--- config.mk ---
export PLATFORM = sky130hd
export DESIGN_NAME = fetch_unit_flat
export DESIGN_NICKNAME = d
export VERILOG_FILES = /design/src/rtl/fetch_unit_pkg.sv /design/src/rtl/fetch_unit_if.sv /design/src/rtl/fetch_unit_pc_counter.sv /design/src/rtl/fetch_unit.sv /design/src/flat_wrapper.sv
export SDC_FILE = /design/constraint.sdc
export NUM_CORES = 1
export LEC_CHECK = 0
export ABC_AREA = 1
export BUFFER_PORTS_ARGS = -buffer_cell sky130_fd_sc_hd__buf_2
export CAP_MARGIN = 20
export CORE_ASPECT_RATIO = 0.9
export CORE_MARGIN = 2
export CORE_UTILIZATION = 40
export DETAILED_ROUTE_END_ITERATION = 16
export PLACE_DENSITY = 0.71
export SETUP_SLACK_MARGIN = 0.4
export SLEW_MARGIN = 0
export SYNTH_ARGS = -nofsm -noshare
export SYNTH_HDL_FRONTEND = slang
export SYNTH_SLANG_ARGS = --single-unit
--- constraint.sdc ---
create_clock -name clk -period 1.89 [get_ports clk]
set_input_delay 0 -clock clk [delete_from_list [all_inputs] [get_ports clk]]
set_output_delay 0 -clock clk [all_outputs]
set_load 0.01 [all_outputs]
--- src/rtl/fetch_unit_pkg.sv ---
// Shared definitions for the instruction fetch stage: default widths,
// reset PC, FSM state encoding and PC update operations.
package fetch_unit_pkg;

  localparam int         ADDR_W_DEF   = 8;
  localparam int         DATA_W_DEF   = 8;
  localparam logic [7:0] RESET_PC_DEF = 8'h00;

  typedef enum logic [1:0] {
    S_IDLE = 2'd0,
    S_REQ  = 2'd1,
    S_HOLD = 2'd2,
    S_HALT = 2'd3
  } state_t;

  typedef enum logic [1:0] {
    PC_HOLD = 2'd0,
    PC_INC  = 2'd1,
    PC_LOAD = 2'd2
  } pc_op_t;

endpackage

--- src/rtl/fetch_unit_if.sv ---
// Bundle of the fetch stage's program-memory, instruction-register and
// decode-control signals; master is the fetch unit, slave its surroundings.
interface fetch_unit_if
  import fetch_unit_pkg::*;
#(
  parameter int ADDR_W = ADDR_W_DEF,
  parameter int DATA_W = DATA_W_DEF
) ();

  logic              memReq;
  logic [ADDR_W-1:0] memAddr;
  logic              memAck;
  logic [DATA_W-1:0] memData;
  logic              irWriteEn;
  logic [DATA_W-1:0] irData;
  logic              irValid;
  logic              nextReady;
  logic              jumpEn;
  logic [ADDR_W-1:0] jumpAddr;
  logic              halt;
  logic [ADDR_W-1:0] pcOut;

  modport master (
    output memReq, memAddr, irWriteEn, irData, irValid, pcOut,
    input  memAck, memData, nextReady, jumpEn, jumpAddr, halt
  );

  modport slave (
    input  memReq, memAddr, irWriteEn, irData, irValid, pcOut,
    output memAck, memData, nextReady, jumpEn, jumpAddr, halt
  );

endinterface

--- src/rtl/fetch_unit_pc_counter.sv ---
// Program counter: loads a jump target, increments after a fetch
// (wrapping at the top of the address space) or holds its value.
module fetch_unit_pc_counter
  import fetch_unit_pkg::*;
#(
  parameter int              ADDR_W   = ADDR_W_DEF,
  parameter logic [ADDR_W-1:0] RESET_PC = ADDR_W'(RESET_PC_DEF)
) (
  input  logic              clk,
  input  logic              resetN,
  input  pc_op_t            op,
  input  logic [ADDR_W-1:0] load_val,
  output logic [ADDR_W-1:0] pc
);

  // NOTE: sequential state uses <= so every register samples pre-edge values.
  always_ff @(posedge clk or negedge resetN) begin
    if (!resetN) begin
      pc <= RESET_PC;
    end else begin
      case (op)
        PC_INC:  pc <= pc + ADDR_W'(1);
        PC_LOAD: pc <= load_val;
        default: pc <= pc;
      endcase
    end
  end

endmodule

--- src/rtl/fetch_unit.sv ---
// Instruction fetch stage: owns the PC, reads program memory over a req/ack
// handshake and hands each byte to the instruction register until decode is ready.
module fetch_unit
  import fetch_unit_pkg::*;
#(
  parameter int                ADDR_W   = ADDR_W_DEF,
  parameter int                DATA_W   = DATA_W_DEF,
  parameter logic [ADDR_W-1:0] RESET_PC = ADDR_W'(RESET_PC_DEF)
) (
  input  logic         clk,
  input  logic         resetN,
  fetch_unit_if.master bus
);

  state_t            state, state_nxt;
  pc_op_t            pc_op;
  logic [ADDR_W-1:0] pc, pc_load_val;

  logic [DATA_W-1:0] ir_data;
  logic              ir_write_en, ir_capture;

  logic              jump_pend, jump_pend_nxt;
  logic [ADDR_W-1:0] jump_tgt, jump_tgt_nxt;
  logic              halt_pend, halt_pend_nxt;

  logic              jump_take, halt_take;
  logic [ADDR_W-1:0] jump_sel;

  fetch_unit_pc_counter #(
    .ADDR_W   (ADDR_W),
    .RESET_PC (RESET_PC)
  ) u_pc (
    .clk      (clk),
    .resetN   (resetN),
    .op       (pc_op),
    .load_val (pc_load_val),
    .pc       (pc)
  );

  // A jump arriving on the ack edge itself wins over an older pending target.
  assign jump_take = jump_pend || bus.jumpEn;
  assign halt_take = halt_pend || bus.halt;
  assign jump_sel  = bus.jumpEn ? bus.jumpAddr : jump_tgt;

  // NOTE: every output of this block gets a default first, so no path infers a latch.
  always_comb begin
    state_nxt     = state;
    pc_op         = PC_HOLD;
    pc_load_val   = bus.jumpAddr;
    ir_capture    = 1'b0;
    jump_pend_nxt = jump_pend;
    jump_tgt_nxt  = jump_tgt;
    halt_pend_nxt = halt_pend;

    case (state)
      S_IDLE: state_nxt = S_REQ;

      S_REQ: begin
        if (bus.memAck) begin
          jump_pend_nxt = 1'b0;
          halt_pend_nxt = 1'b0;
          if (halt_take) begin
            // Halt lets the in-flight fetch land normally; a pending jump is dropped.
            pc_op      = PC_INC;
            ir_capture = 1'b1;
            state_nxt  = S_HALT;
          end else if (jump_take) begin
            pc_op       = PC_LOAD;
            pc_load_val = jump_sel;
          end else begin
            pc_op      = PC_INC;
            ir_capture = 1'b1;
            state_nxt  = S_HOLD;
          end
        end else begin
          if (bus.jumpEn) begin
            jump_pend_nxt = 1'b1;
            jump_tgt_nxt  = bus.jumpAddr;
          end
          if (bus.halt) begin
            halt_pend_nxt = 1'b1;
          end
        end
      end

      S_HOLD: begin
        if (bus.halt) begin
          state_nxt = S_HALT;
        end else if (bus.jumpEn) begin
          pc_op = PC_LOAD;
          if (bus.nextReady) begin
            state_nxt = S_REQ;
          end
        end else if (bus.nextReady) begin
          state_nxt = S_REQ;
        end
      end

      S_HALT: state_nxt = S_HALT;

      default: state_nxt = S_IDLE;
    endcase
  end

  always_ff @(posedge clk or negedge resetN) begin
    if (!resetN) begin
      state       <= S_IDLE;
      ir_data     <= '0;
      ir_write_en <= 1'b0;
      jump_pend   <= 1'b0;
      jump_tgt    <= '0;
      halt_pend   <= 1'b0;
    end else begin
      state       <= state_nxt;
      ir_write_en <= ir_capture;
      if (ir_capture) begin
        ir_data <= bus.memData;
      end
      jump_pend   <= jump_pend_nxt;
      jump_tgt    <= jump_tgt_nxt;
      halt_pend   <= halt_pend_nxt;
    end
  end

  assign bus.memReq    = (state == S_REQ);
  assign bus.memAddr   = pc;
  assign bus.irWriteEn = ir_write_en;
  assign bus.irData    = ir_data;
  assign bus.irValid   = (state == S_HOLD);
  assign bus.pcOut     = pc;

endmodule
--- src/flat_wrapper.sv ---
// flat-port wrapper written by rule: the top's interface ports become plain ports
module fetch_unit_flat import fetch_unit_pkg::*;
#(
  parameter int                ADDR_W   = ADDR_W_DEF,
  parameter int                DATA_W   = DATA_W_DEF,
  parameter logic [ADDR_W-1:0] RESET_PC = ADDR_W'(RESET_PC_DEF)
)
  (clk, resetN, bus_memReq, bus_memAddr, bus_irWriteEn, bus_irData, bus_irValid, bus_pcOut, bus_memAck, bus_memData, bus_nextReady, bus_jumpEn, bus_jumpAddr, bus_halt);
  fetch_unit_if #(.ADDR_W(ADDR_W), .DATA_W(DATA_W)) bus_i ();
  input  logic clk;
  input  logic resetN;
  output wire logic [$bits(bus_i.memReq)-1:0] bus_memReq;
  output wire logic [$bits(bus_i.memAddr)-1:0] bus_memAddr;
  output wire logic [$bits(bus_i.irWriteEn)-1:0] bus_irWriteEn;
  output wire logic [$bits(bus_i.irData)-1:0] bus_irData;
  output wire logic [$bits(bus_i.irValid)-1:0] bus_irValid;
  output wire logic [$bits(bus_i.pcOut)-1:0] bus_pcOut;
  input wire logic [$bits(bus_i.memAck)-1:0] bus_memAck;
  input wire logic [$bits(bus_i.memData)-1:0] bus_memData;
  input wire logic [$bits(bus_i.nextReady)-1:0] bus_nextReady;
  input wire logic [$bits(bus_i.jumpEn)-1:0] bus_jumpEn;
  input wire logic [$bits(bus_i.jumpAddr)-1:0] bus_jumpAddr;
  input wire logic [$bits(bus_i.halt)-1:0] bus_halt;
  assign bus_memReq = bus_i.memReq;
  assign bus_memAddr = bus_i.memAddr;
  assign bus_irWriteEn = bus_i.irWriteEn;
  assign bus_irData = bus_i.irData;
  assign bus_irValid = bus_i.irValid;
  assign bus_pcOut = bus_i.pcOut;
  assign bus_i.memAck = bus_memAck;
  assign bus_i.memData = bus_memData;
  assign bus_i.nextReady = bus_nextReady;
  assign bus_i.jumpEn = bus_jumpEn;
  assign bus_i.jumpAddr = bus_jumpAddr;
  assign bus_i.halt = bus_halt;
  fetch_unit #(.ADDR_W(ADDR_W), .DATA_W(DATA_W), .RESET_PC(RESET_PC)) u_core (.clk(clk), .resetN(resetN), .bus(bus_i));
endmodule
Yosys cells after proc, flatten, opt, wreduce, memory -nomap -nowiden --
Index checks and enable logic that the tools add are counted.
Word-level totals: flip-flop bits (word level) 29, input bits 22, output and inout bits 27, word-level logic and storage cells 53
Cells by class: add/sub/neg operators 1, equal/unequal tests 8, mux-type cells 26, bitwise operators 1, reduce and logical (&&, ||, !) cells 10
Operator list (count):
- 8-bit two-way mux | 5
- 2-bit two-way mux | 10
- 8-bit one-hot mux with 2 select lines | 1
- 8-bit by 1-bit adder with 8-bit output, second input constant | 1
- 1-bit two-way mux | 8
- 2-bit one-hot mux with 4 select lines | 1
- 2-bit == test, second input constant | 3
- 2-bit AND reduction | 3
- 2-bit nonzero test | 3
- 2-bit by 1-bit == test with 1-bit output, second input constant | 2
- 2-bit one-hot mux with 2 select lines | 1
- 3-bit by 1-bit != test with 1-bit output, second input constant | 1
- 3-bit != test, second input constant | 1
- 3-bit AND reduction | 1
- 2-bit zero test | 1
- 1-bit logical OR | 2
- 2-bit by 1-bit != test with 1-bit output, second input constant | 1
- 1-bit NOT | 1

Longest topological paths before layout --
depth after elaboration 7, depth in mapped cells 13, gate-level depth less buffers 12

Modules after synthesis --
From an unflattened synthesis, not the netlist that was laid out.
Second synthesis, totals: cells, all modules 256, area, all modules 1811.7 sq um
Modules (own cells, without submodules):
- fetch_unit | instances 1, cells each 174, area each 1268.7 sq um, sequential area each 525.5 sq um
- fetch_unit_pc_counter | instances 1, cells each 82, area each 543.0 sq um, sequential area each 200.2 sq um

Worst setup path after synthesis --
OpenSTA, ideal clock, no wires.
kind flip-flop to flip-flop, start point register u_core.state[1], end point register u_core.u_pc.pc[3], library setup time 0.077 ns, data arrival time 2.030 ns, required time 1.813 ns, setup slack -0.217 ns, stages on the path, launching flop included 11, buffers on the path 0, period minus slack after synthesis 2.107 ns, cells stage by stage dfrtp_1 -> inv_1 -> ha_1 -> nand2_2 -> nor2_8 -> inv_2 -> ha_1 -> clkinv_1 -> nand2_1 -> inv_1 -> a21oi_1
On the way: cells in the longest elaborated chain, start to end 4, elaborated cells between the ends (all ways) 8, those cells by class 4 x eq/ne; 3 x mux; 1 x reduce/logical
Ends and longest elaborated chain:
- start, declared | RTL line fetch_unit.sv:15 | state_t state, state_nxt;
- start signal, assigned | RTL line fetch_unit.sv:114 | state <= state_nxt;
- 2-bit by 1-bit == test with 1-bit output *
- net bus_memReq | RTL line flat_wrapper.sv:12 | output wire logic [$bits(bus_i.memReq)-1:0] bus_memReq;
- 2-bit one-hot mux with 2 select lines | RTL line fetch_unit.sv:55 | case (state)
- 2-bit == test or 2-bit by 1-bit == test with 1-bit output (tied branches) | RTL line fetch_unit_pc_counter.sv:21 | case (op)
- 8-bit one-hot mux with 2 select lines or 2-bit nonzero test (tied branches)
- end signal, assigned | RTL line fetch_unit_pc_counter.sv:22 | PC_INC: pc <= pc + ADDR_W'(1);
- end signal, assigned | RTL line fetch_unit_pc_counter.sv:23 | PC_LOAD: pc <= load_val;
- end signal, assigned | RTL line fetch_unit_pc_counter.sv:24 | default: pc <= pc;
- end, declared | RTL line fetch_unit_pc_counter.sv:13 | output logic [ADDR_W-1:0] pc
The timed path passes the listed nets; every way through them passes the cells marked *. A chain may end at the register's enable or synchronous reset.

Worst setup path after layout --
start point register u_core.state[0], end point register u_core.u_pc.pc[2]
On the way: cells in the longest elaborated chain, start to end 4, elaborated cells between the ends (all ways) 8, those cells by class 4 x eq/ne; 3 x mux; 1 x reduce/logical
Ends and longest elaborated chain (RTL line):
- 2-bit == test or 2-bit by 1-bit == test with 1-bit output (tied branches) | fetch_unit.sv:55
- 2-bit one-hot mux with 2 select lines | fetch_unit.sv:55
- 2-bit == test or 2-bit by 1-bit == test with 1-bit output (tied branches) | fetch_unit_pc_counter.sv:21
- 8-bit one-hot mux with 2 select lines or 2-bit nonzero test (tied branches)
Several ways; a longest one is shown, not always the timed one.

==> impl_metrics.ini <==
[synth]
synth_seq_area_share_pct = 41.0
yosysWarnings = 0
synthTopCellsByArea = dfrtp_1, nand2_1, nand3_1
ys_ff_latch = 29
ys_types = 27
synthCells = 241
synth_area_leader_cell = dfrtp_1
synth_top_area_share_pct = 41.0
synth_top_family_by_area = simple AND/OR/NAND/NOR gates
synthMuxAreaShare_pct = 0
syn_nets = 269
synth_fa_ha_area_share_pct = 4.24
synth_compound_area_share_pct = 10.2
syn_area_um2 = 1770
synth_xor_xnor_area_share_pct = 0
syn_avg_cell_area_um2 = 7.35
synthSimpleGateAreaFrac_pct = 33.7

[sta]
finalMaxSlewViolations = 0
setup_ws_ps = 231
relSlewSlack_pct = 54.9
rsz0062_at_grt = yes
finalSetupTns_ps = 0
final-hold-violation-count = 0
min_period_ps = 1660
fin_crit_sh_pct = 87.8
max_clock_freq_ghz = 0.603
tightest_slew_ps = 676
setup_violations = 0
hold_ws_ps = 64.4
finalClockSkew_ps = 4.11

[routing]
vias = 1730
drt_iter0_markers = 163
antenna_left = 0
via_per_inst = 4.64
firstDrtPassIters = 4
drc = 0
routedWlPerCell_um = 12.0
totalWireLength_um = 4480

[critical_path]
regToRegSetupSlack_ps = 230
reg2regPathDepth = 7
crit_family = adder cells
crit_fanout = 6
worst_setup_path_end_kind = flop
cpMostUsedCell = ha_4
cp_cell_sequence = inv_2, ha_4, a21boi_4, ha_4, clkinv_2, nor2_2, a21oi_2
critPathRequiredTime_ps = 2060
arrival_ps = 1830
worstSetupStartpointType = flop
r2r-end = u_core.u_pc.pc[2]
worst-path-buf-inv = 2
crit_path_max_incr_delay_ps = 450
r2r-start = u_core.state[0]
critPathKind = reg -> reg
cp_slowest_cell = dfrtp_2

[place]
dpl_cell_area_um2 = 2080
dp_slack_ps = 47.3
gp_congestion = 0.792
place_inst = 341
io_buffer_count = 48
hpwl_um = 2880

[run]
maxCapViolations = 0

[power]
seqPwrFrac_pct = 30.8
pwr-share-clk_pct = 15.2
powerDensity_nw_per_um2 = 1480
p_switching_mw = 1.63
power.internal_mw = 2.11
max-vdd-ir-drop_mv = 0.896
p_sw_share_pct = 43.6
p_comb_share_pct = 54.0
power.leakage_nw = 1.32
p_total_mw = 3.74

[grt]
grt_pass1_wl_um = 7510
grt_max_degree = 30
grt_pass1_vias = 1664
grt_antenna_before_repair = 0
track_usage_pct = 19.8
grt_overflow = 0

[worst_hold_path]
min-delay-path-class = in -> reg
worstHoldStart = bus_halt
holdPathStages = 3
holdPathEnd = u_core.halt_pend

[clock_network]
clk_latency_ps = 280
cts_htree_levels = 2
cts_tree = done
cts_root_buf = clkbuf_8
path_clk_slew_ps = 70
cts_buffers = 5
cts_sinks = 29
cts_buffer_depth = 2

[final_layout]
fillers = 371
register_area_um2 = 727
insertedDiodeCount = 0
post_route_cells_drive_above_1_share_pct = 37.7
post-route-cell-area_um2 = 2530
multi_input_area_um2 = 1020
fin_util_pct = 61.0
instances_no_fill = 373
final_nets = 340
syn_to_final_growth_pct = 43.1

[floorplan]
fp.coreArea_um2 = 4160
die_x_um = 74.1
io_pins = 49
initial_core_util_pct = 42.6
fp-row-count = 22
die_area_um2 = 4970
die_y_um = 67.1

[outcome]
outcome = finished clean
## state kept, by name (all words and copies together), names as in the netlist
| register | cells |
|---|---|
| u_core.jump_pend | 1 |
| u_core.jump_tgt | 8 |
| u_core.bus.irData | 8 |
| u_core.state | 2 |
| u_core.halt_pend | 1 |
| u_core.u_pc.pc | 8 |
| u_core.bus.irWriteEn | 1 |
## metal layers
| metal | vias up | share of wire, % | global-route usage (%) | routed length [um] |
|---|---|---|---|---|
| li1 | 893 | - | - | - |
| met4 | 0 | 0.85 | 6.14 | 38 |
| met5 | - | 0 | 0 | 0 |
| met3 | 6 | 5.9 | 5.30 | 266 |
| met2 | 55 | 49 | 32.6 | 2190 |
| met1 | 776 | 44 | 25.3 | 1990 |
## what timing repair did
action / CTS / global route
cloned: 1 / 0
pin swaps: 18 / 5
hold buffers: 9 / 0
endpoints found under the setup margin: 15 / 19
hold endpoints to repair: 37 / 0
setup buffers: 13 / 1
gates resized for setup: 26 / 12
## synthesized netlist by cell type (all sizes together)
library cell and instances:
nor2 14, inv 28, a31oi 1, nand4 1
dfrtp 29, nand3 22, nand2 95, a21oi 10
buf 11, a21boi 1, clkinv 1, o21ai 18
or2 1, nor3 1, o21bai 2, ha 6
## area by class of cell
type	count	area share, %
Clock buffer	7	3.80
Timing Repair inverter	1	0.198
Sequential cell	29	28.7
Multi-Input combinational cell	172	40.3
Tap cell	60	2.96
Inverter	29	5.19
Clock inverter	1	0.198
Timing Repair Buffer	74	18.7
## layout by cell type, fill, tap and decap left out
cell,count
nand2_1,91
buf_2,48
dfrtp_1,28
inv_1,20
o21ai_0,13
buf_4,13
nand3_1,12
nand3_2,9
dlygate4sd3_1,9
nor2_1,7
clkbuf_8,7
a21oi_1,6
inv_2,4
a21oi_2,4
ha_4,4
buf_6,4
nor2_4,3
inv_6,3
nand2_2,3
o21ai_1,3
nor2_8,2
nor2_2,2
o21ai_2,2
o21bai_1,2
ha_1,2
clkinv_2,2
nand2_8,1
nand3_4,1
a21boi_4,1
clkinv_4,1
inv_4,1
nor3_1,1
nand4_1,1
or2_2,1
a31oi_4,1
dfrtp_2,1
## worst register-to-register path, cell delays in order (launching register included)
cell	delay, ps
dfrtp_2	450
inv_2	130
ha_4	210
a21boi_4	140
ha_4	340
clkinv_2	120
nor2_2	120
a21oi_2	40
## cells by family (layout without fill, tap and decap cells)
family | after synthesis | count (layout)
AO/OA/AOI/OAI | 32 | 32
adder cells (fa/ha/maj) | 6 | 6
buffers and inverters | 40 | 112
flip-flops | 29 | 29
AND/OR/NAND/NOR | 134 | 134
## worst max-delay path by stage
stage | startpoint | end | slack (ps) | cells past startpoint
4_1_cts | u_core.state[1] | u_core.u_pc.pc[5] | 260 | 10
3_3_place_gp | u_core.state[0] | u_core.u_pc.pc[3] | 140 | 8
6_report | u_core.state[0] | u_core.u_pc.pc[2] | 230 | 7
5_1_grt | u_core.state[0] | u_core.u_pc.pc[4] | 120 | 10
3_5_place_dp | u_core.state[0] | u_core.u_pc.pc[3] | 50 | 8
2_1_floorplan | u_core.state[1] | u_core.u_pc.pc[4] | 150 | 13
## power by group through the flow
stage | logic (mW) | clock network (mW) | registers (mW)
after floorplan | 1.15 | 0 | 1.19
after global placement | 1.58 | 0 | 1.15
after detailed placement | 1.60 | 0 | 1.15
after CTS | 1.94 | 0.583 | 1.14
after global routing | 2.27 | 0.615 | 1.19
final | 2.02 | 0.569 | 1.15
(Power assumes the default switching activity.)
